## src/rtl/prog_loader.sv

```systemverilog
// prog_loader: serial program loader. Waits for a 0xA5 sync byte, then a
// 16-bit little-endian word count, then that many 32-bit little-endian
// instruction words, each written to program memory at its byte address.
// The core is held in reset until the load finishes.
//
// state  | meaning
// IDLE   | waiting for the 0xA5 sync byte, other bytes discarded
// CNT_LO | receiving word count bits [7:0]
// CNT_HI | receiving word count bits [15:8], then range check
// DATA   | receiving instruction bytes / issuing one-cycle writes
// DONE   | load complete, core released, sticky until reset
// ERROR  | load aborted (too many words or idle timeout), sticky
//
// Ports:
//   clk, reset          - clock, asynchronous active-high reset
//   rxValid/rxByte      - incoming byte stream
//   rxReady             - byte accepted when rxValid & rxReady
//   pmWriteEn/pmAddr/pmData - program-memory write port (64-bit byte address)
//   cpuReset            - core reset, released only in DONE
//   loadDone/loadError  - sticky status flags
module prog_loader #(
    parameter int MAX_WORDS = 256,
    parameter int TIMEOUT   = 1000000
) (
    input  logic        clk,
    input  logic        reset,
    input  logic        rxValid,
    input  logic [7:0]  rxByte,
    output logic        rxReady,
    output logic        pmWriteEn,
    output logic [63:0] pmAddr,
    output logic [31:0] pmData,
    output logic        cpuReset,
    output logic        loadDone,
    output logic        loadError
);

    typedef enum logic [2:0] {
        IDLE   = 3'd0,
        CNT_LO = 3'd1,
        CNT_HI = 3'd2,
        DATA   = 3'd3,
        DONE   = 3'd4,
        ERROR  = 3'd5
    } state_t;

    localparam logic [31:0] TIMEOUT_M1 = 32'(TIMEOUT - 1);
    localparam logic [31:0] MAX_W      = 32'(MAX_WORDS);

    state_t      state_q, state_d;
    logic [15:0] count_q, count_d;
    logic [15:0] word_idx_q, word_idx_d;
    logic [1:0]  byte_idx_q, byte_idx_d;
    logic [23:0] asm_q, asm_d;
    logic [31:0] idle_q, idle_d;
    logic        rx_ready_q, rx_ready_d;
    logic        pm_write_en_q, pm_write_en_d;
    logic [63:0] pm_addr_q, pm_addr_d;
    logic [31:0] pm_data_q, pm_data_d;
    logic        cpu_reset_q, cpu_reset_d;
    logic        load_done_q, load_done_d;
    logic        load_error_q, load_error_d;

    logic        accept;
    logic [15:0] count_full;
    logic        timeout_hit;

    assign accept      = rxValid & rx_ready_q;
    assign count_full  = {rxByte, count_q[7:0]};
    // Terminal count: the idle counter would reach TIMEOUT on this edge.
    assign timeout_hit = !accept && (idle_q >= TIMEOUT_M1);

    always_comb begin
        state_d       = state_q;
        count_d       = count_q;
        word_idx_d    = word_idx_q;
        byte_idx_d    = byte_idx_q;
        asm_d         = asm_q;
        idle_d        = idle_q;
        rx_ready_d    = rx_ready_q;
        pm_write_en_d = 1'b0;
        pm_addr_d     = pm_addr_q;
        pm_data_d     = pm_data_q;
        cpu_reset_d   = cpu_reset_q;
        load_done_d   = load_done_q;
        load_error_d  = load_error_q;

        case (state_q)
            IDLE: begin
                if (accept && rxByte == 8'hA5) begin
                    state_d = CNT_LO;
                    count_d = '0;
                    idle_d  = '0;
                end
            end

            CNT_LO: begin
                if (accept) begin
                    count_d[7:0] = rxByte;
                    idle_d       = '0;
                    state_d      = CNT_HI;
                end else if (timeout_hit) begin
                    state_d      = ERROR;
                    rx_ready_d   = 1'b0;
                    load_error_d = 1'b1;
                end else begin
                    idle_d = idle_q + 32'd1;
                end
            end

            CNT_HI: begin
                if (accept) begin
                    count_d = count_full;
                    idle_d  = '0;
                    if (count_full == 16'd0) begin
                        state_d     = DONE;
                        rx_ready_d  = 1'b0;
                        cpu_reset_d = 1'b0;
                        load_done_d = 1'b1;
                    end else if ({16'd0, count_full} > MAX_W) begin
                        state_d      = ERROR;
                        rx_ready_d   = 1'b0;
                        load_error_d = 1'b1;
                    end else begin
                        state_d    = DATA;
                        word_idx_d = '0;
                        byte_idx_d = '0;
                    end
                end else if (timeout_hit) begin
                    state_d      = ERROR;
                    rx_ready_d   = 1'b0;
                    load_error_d = 1'b1;
                end else begin
                    idle_d = idle_q + 32'd1;
                end
            end

            DATA: begin
                if (pm_write_en_q) begin
                    // Write cycle: rxReady is low so nothing can be accepted.
                    idle_d = idle_q + 32'd1;
                    if (word_idx_q == count_q - 16'd1) begin
                        state_d     = DONE;
                        cpu_reset_d = 1'b0;
                        load_done_d = 1'b1;
                    end else begin
                        word_idx_d = word_idx_q + 16'd1;
                        byte_idx_d = '0;
                        rx_ready_d = 1'b1;
                    end
                end else if (accept) begin
                    idle_d = '0;
                    case (byte_idx_q)
                        2'd0: asm_d[7:0]   = rxByte;
                        2'd1: asm_d[15:8]  = rxByte;
                        2'd2: asm_d[23:16] = rxByte;
                        default: begin
                            pm_write_en_d = 1'b1;
                            pm_data_d     = {rxByte, asm_q};
                            pm_addr_d     = {46'd0, word_idx_q, 2'b00};
                            rx_ready_d    = 1'b0;
                        end
                    endcase
                    byte_idx_d = byte_idx_q + 2'd1;
                end else if (timeout_hit) begin
                    state_d      = ERROR;
                    rx_ready_d   = 1'b0;
                    load_error_d = 1'b1;
                end else begin
                    idle_d = idle_q + 32'd1;
                end
            end

            DONE: begin
                rx_ready_d = 1'b0;
            end

            ERROR: begin
                rx_ready_d = 1'b0;
            end

            default: begin
                state_d = IDLE;
            end
        endcase
    end

    always_ff @(posedge clk or posedge reset) begin
        if (reset) begin
            state_q       <= IDLE;
            count_q       <= '0;
            word_idx_q    <= '0;
            byte_idx_q    <= '0;
            asm_q         <= '0;
            idle_q        <= '0;
            rx_ready_q    <= 1'b1;
            pm_write_en_q <= 1'b0;
            pm_addr_q     <= '0;
            pm_data_q     <= '0;
            cpu_reset_q   <= 1'b1;
            load_done_q   <= 1'b0;
            load_error_q  <= 1'b0;
        end else begin
            state_q       <= state_d;
            count_q       <= count_d;
            word_idx_q    <= word_idx_d;
            byte_idx_q    <= byte_idx_d;
            asm_q         <= asm_d;
            idle_q        <= idle_d;
            rx_ready_q    <= rx_ready_d;
            pm_write_en_q <= pm_write_en_d;
            pm_addr_q     <= pm_addr_d;
            pm_data_q     <= pm_data_d;
            cpu_reset_q   <= cpu_reset_d;
            load_done_q   <= load_done_d;
            load_error_q  <= load_error_d;
        end
    end

    assign rxReady   = rx_ready_q;
    assign pmWriteEn = pm_write_en_q;
    assign pmAddr    = pm_addr_q;
    assign pmData    = pm_data_q;
    assign cpuReset  = cpu_reset_q;
    assign loadDone  = load_done_q;
    assign loadError = load_error_q;

endmodule

```

## config.mk

```make
export PLATFORM = sky130hd
export DESIGN_NAME = prog_loader
export DESIGN_NICKNAME = d
export VERILOG_FILES = /design/src/rtl/prog_loader.sv
export SDC_FILE = /design/constraint.sdc
export NUM_CORES = 1
export LEC_CHECK = 0
export CORE_ASPECT_RATIO = 2
export CORE_MARGIN = 5
export CORE_UTILIZATION = 55
export DETAILED_ROUTE_END_ITERATION = 8
export MAX_ROUTING_LAYER = met4
export PLACE_DENSITY = 0.8
export SYNTH_ARGS = -nofsm -noshare
export SYNTH_HDL_FRONTEND = slang
export SYNTH_SLANG_ARGS = --single-unit
```

## constraint.sdc

```tcl
create_clock -name clk -period 5.35 [get_ports clk]
set_input_delay 1.07 -clock clk [delete_from_list [all_inputs] [get_ports clk]]
set_output_delay 1.07 -clock clk [all_outputs]
set_load 0.02 [all_outputs]
```

## Yosys cells after proc, flatten, opt, wreduce, memory -nomap -nowiden

Cells that the tools add are included.

- Output and inout port bits: 101
- Logic and storage cells: 147
- Register bits: 146
- Bits of input ports: 11

- Bitwise logic cells: 5
- Equality and inequality tests: 28
- Multiplexer cells: 64
- Magnitude comparators: 2
- Reduce and logical (&&, ||, !) cells: 28
- Add/sub/neg operators: 4

Operators by type and width:

| operator | number |
|---|---|
| two-way mux 32 bit | 4 |
| two-way mux 16 bit | 7 |
| one-hot mux 32 bit (3 select lines) | 1 |
| adder 32 x 1 -> 32 bit, second input constant | 1 |
| >= comparator 32 x 20 -> 1 bit, second input constant | 1 |
| one-hot mux 16 bit (2 select lines) | 1 |
| AND reduction 4 bit | 7 |
| two-way mux 1 bit | 27 |
| two-way mux 3 bit | 9 |
| one-hot mux 8 bit (3 select lines) | 1 |
| inequality test 2 bit, second input constant | 11 |
| inequality test 3 bit, second input constant | 6 |
| adder 16 x 1 -> 16 bit, second input constant | 1 |
| equality test 16 bit | 1 |
| greater-than comparator 16 x 9 -> 1 bit, second input constant | 1 |
| logical NOT 16 bit | 1 |
| one-hot mux 8 bit (2 select lines) | 1 |
| subtractor 16 x 1 -> 16 bit, second input constant | 1 |
| one-hot mux 3 bit (5 select lines) | 1 |
| two-way mux 2 bit | 6 |
| AND reduction 6 bit | 2 |
| AND reduction 5 bit | 2 |
| equality test 8 bit, second input constant | 1 |
| two-way mux 8 bit | 1 |
| other kinds (24) | 36 |

## Depth between registers and ports, before layout

- Depth after elaboration: 7
- Depth in mapped cells: 13
- Gate-level depth less buffers: 10

## Worst setup path after synthesis

OpenSTA, ideal clock, no wires.

- Path kind: input port to flip-flop
- Start: input rxByte[1]
- End: register idle_q[2]
- Path buffers: 1
- Data required time: 5219 ps
- Path slack: 2276 ps
- Setup time: 131 ps
- Data arrival time: 2942 ps
- Cell stages on the path: 7
- Path through: or4_1 > or3_1 > a21oi_2 > o21ai_1 > clkbuf_1 > o211ai_1 > o31ai_1

- Longest elaborated chain between the ends: 4

RTL lines:

| what | RTL line | RTL |
|---|---|---|
| start, declared | 28 | `input logic [7:0] rxByte,` |
| equality test 8 bit | 90 | `if (accept && rxByte == 8'hA5) begin` |
| logical AND 1 bit | 90 |  |
| inequality test 2 bit (no source line) | - |  |
| AND reduction 2 bit (no source line) | - |  |
| end signal, assigned | 209 | `idle_q <= idle_d;` |
| end, declared | 55 | `logic [31:0] idle_q, idle_d;` |

Every way passes these cells.
A chain may end at the register's enable or synchronous reset.

## Final worst setup path

- Start: input rxByte[1]
- End: register idle_q[5]

The elaborated chain is that of the path after synthesis.

==> results by group <==
Status
  • Status: finished, final reports clean

Clocking
  • CTS tree: done
  • Htree depth: 4
  • Resized cells post-CTS: 0
  • Worst-case clock buffer depth: 2
  • Clk slew on worst S/H paths: 60 ps
  • Clock root buffer: clkbuf_16
  • Clock latency at the later pin of the worst-skew pair: 420 ps
  • Hold Buf Count CTS: 0
  • Post-CTS setup buffers: 0
  • CTS Buf Count: 17
  • TritonCTS sink count: 146

Power and ir drop
  • Sequential share of power: a little under half
  • Fraction of power consumed by the clock network: 49.0%
  • Maximum vdd ir drop: 0.246 mV
  • Cell Pwr Density: 256 mW/mm2
  • Sw Ratio: 24.7%
  • Leak: 4.01 nW
  • Combinational share of power: under 10%
  • NetSw: between 0.5 and 0.6 mW
  • Int Pwr: approximately 1.7 mW
  • Power Total: 2.30 mW

Worst setup path
  • Worst EP required: around 5600 ps
  • CP arrival: ~4000 ps
  • Crit path kind: input port to register
  • R2R depth: 10
  • Setup crit end kind: register
  • CP max FO: 18
  • Crit path launch type: input port

Job
  • Max_cap viols: 0

GRT
  • Gr ovfl total: 0
  • Initial antenna violation count: 0
  • First-pass GRT wire length: 31100 um
  • Pin count of the biggest net entering global routing: 73
  • GRT Total Usage: 23.9%
  • Number of global-route vias before repair: 6106

Finish
  • Nets: 851
  • Reg area: 0.00366 mm2
  • Fillers: approximately 1.1k
  • N_diodes: 0
  • Multi-input gate area: 0.00378 mm2
  • Util after Layout: a little under two thirds
  • Area Overhead vs Synth: 14.5%
  • Layout cells sized above 1: 16.4%

Placed design
  • GPL Wtd Cong: roughly 0.94
  • Hpwl dp: about 13000 um
  • I/O Buffers: 63

Floorplanning
  • Core Footprint: 0.0142 mm2
  • Initial Utilization: 55.4%
  • Ports: 112
  • Die H: 179 um
  • Die Width: 94.5 um
  • Standard-cell rows: 62
  • Die area: 0.0169 mm2

Detailed routing
  • Total Wirelength: 18600 um
  • Routed Antenna Nets: 0
  • Avg WL per Cell: 17.9 um
  • DR iter-0 viols: 621
  • Via density: 5.92
  • Initial DRT Pass Iterations: 5
  • Via count: 6136
  • # DRC: 0

Synth
  • Post-synthesis async set-or-reset flop share: 100%
  • Post-Syn Instances: slightly below 800
  • Cell Area, Synth: 0.00786 mm2
  • Seq/Total Area, Yosys: a little under half
  • Number of synthesized flops with an enable pin: 0
  • Register bit total from synthesis: 146
  • Synth warn: 0
  • Top FF cell, synth: dfrtp_1
  • Synth unique cells: ~70
  • Post-synthesis average cell area: ~10 um2

Min path
  • Hold Crit Class: register to register
  • Worst hold path cell count: 1

STA
  • Final Hold Fails: 0
  • Tmin final: 3720 ps
  • RSZ-0062 raised after global routing: false
  • Setup violators final: 0
  • Fin crit share: 69.6%
  • Clock Skew: 10.6 ps
  • Max Clock Freq: about 270 MHz
  • Worst slew pin tran: between 1000 and 1500 ps
  • Setup TNS Final: 0 ps
  • Worst slew margin: 20.6%
  • Fin. max-slew vios: 0
## worst paths after layout
check,startpoint,to,slack (ps)
min in group asynchronous,reset,loadError,1130
worst max register to register,count_q[0],state_q[1],2060
worst min register to register,loadDone,loadDone,470
max in group asynchronous,reset,pmAddr[3],3240
worst max-delay path,rxByte[1],idle_q[5],1630
worst min-delay path,loadDone,loadDone,470
## synth_stat cells (6+ instances only)
library cell	number	area (um2)
a21o_1	6	45.0
a21oi_1	20	100
a22oi_1	8	60.1
and3_1	8	50.1
buf_4	49	368
clkbuf_1	21	78.8
dfrtp_1	144	3600
ha_1	8	100
inv_1	18	67.6
mux2_2	71	800
nand2_1	69	259
nand3_1	47	235
nand4_1	15	93.8
nor2_1	41	154
nor3_1	11	55.1
nor4_1	9	56.3
o211ai_1	14	105
o21ai_0	53	265
o31ai_1	11	82.6
or3_1	11	68.8
or4_1	9	67.6
xnor2_1	22	193
xor2_1	10	87.6
## flip-flops by register name, summed over array words and instances (netlist names)
register    cells
loadError       1
pmAddr         16
cpuReset        1
count_q        16
pmData         32
word_idx_q     16
state_q         3
asm_q          24
idle_q         32
byte_idx_q      2
rxReady         1
loadDone        1
pmWriteEn       1
## layout make-up
class                           instances  share of cell area [%]
Multi-Input combinational cell        577                    42.0
Sequential cell                       146                    40.6
Timing Repair Buffer                   72                    7.76
Clock buffer                           18                    4.88
Tap cell                              192                    2.67
Clock inverter                         13                    1.31
Inverter                               18                   0.806
## worst max-delay path: stages
cell,delay (ps)
clkdlybuf4s50_1,530
or4_1,640
or3_1,470
a21oi_2,170
buf_4,220
o21ai_1,420
o211ai_1,340
o31ai_1,110
## power by group through the flow
stage	Sequential [mW]	Combinational, mW	Clock [mW]
floorplan	1.12	0.0749	0
global placement	1.12	0.0705	0
detailed placement	1.12	0.0711	0
CTS	1.10	0.0709	1.14
finish	1.10	0.0707	1.13
global route	1.10	0.0795	1.19
## cell families (layout without fill, tap and decap cells)
family	after synthesis	in the layout	synth area share, %
and+or+nand+nor	251	251	16.5
AOI/OAI and AO/OA	163	163	13.7
DFF	146	146	46.5
buffers and inverters	101	121	7.75
muxes	75	75	10.7
xor gates and xnor gates	32	32	3.56
adders and majority gates	8	8	1.27
other	1	48	0.0477
## per-stage QoR
stage,cell area [um2],hold slack (ps),setup WS (ps),std cells
finish,9000,474,1630,1036
CTS,9000,475,1660,1036
detailed placement,8440,451,1250,1005
global route,9000,515,1460,1036
global placement,8440,453,1320,1005
floorplan,8040,468,360,824
## metal layers
layer,vias to the layer above,share of wire [%],global-route usage [%]
li1,2822,-,-
met1,3013,41,30.2
met2,252,50,38.0
met3,49,5.9,4.37
met4,0,2.7,9.46
met5,-,0,-
## cells in the final DEF, fill, tap and decap left out, types with 11 or more instances in the layout
cell,count
dfrtp_1,144
nand3_1,47
clkbuf_16,17
mux2_2,71
nor3_1,11
nor2_1,41
o21ai_0,53
nand2_1,68
o31ai_1,11
o211ai_1,14
a21oi_1,20
inv_1,17
clkdlybuf4s50_1,63
xnor2_1,22
conb_1,48
nand4_1,15
or3_1,11
Note: power is estimated with default switching activity, not from simulation.
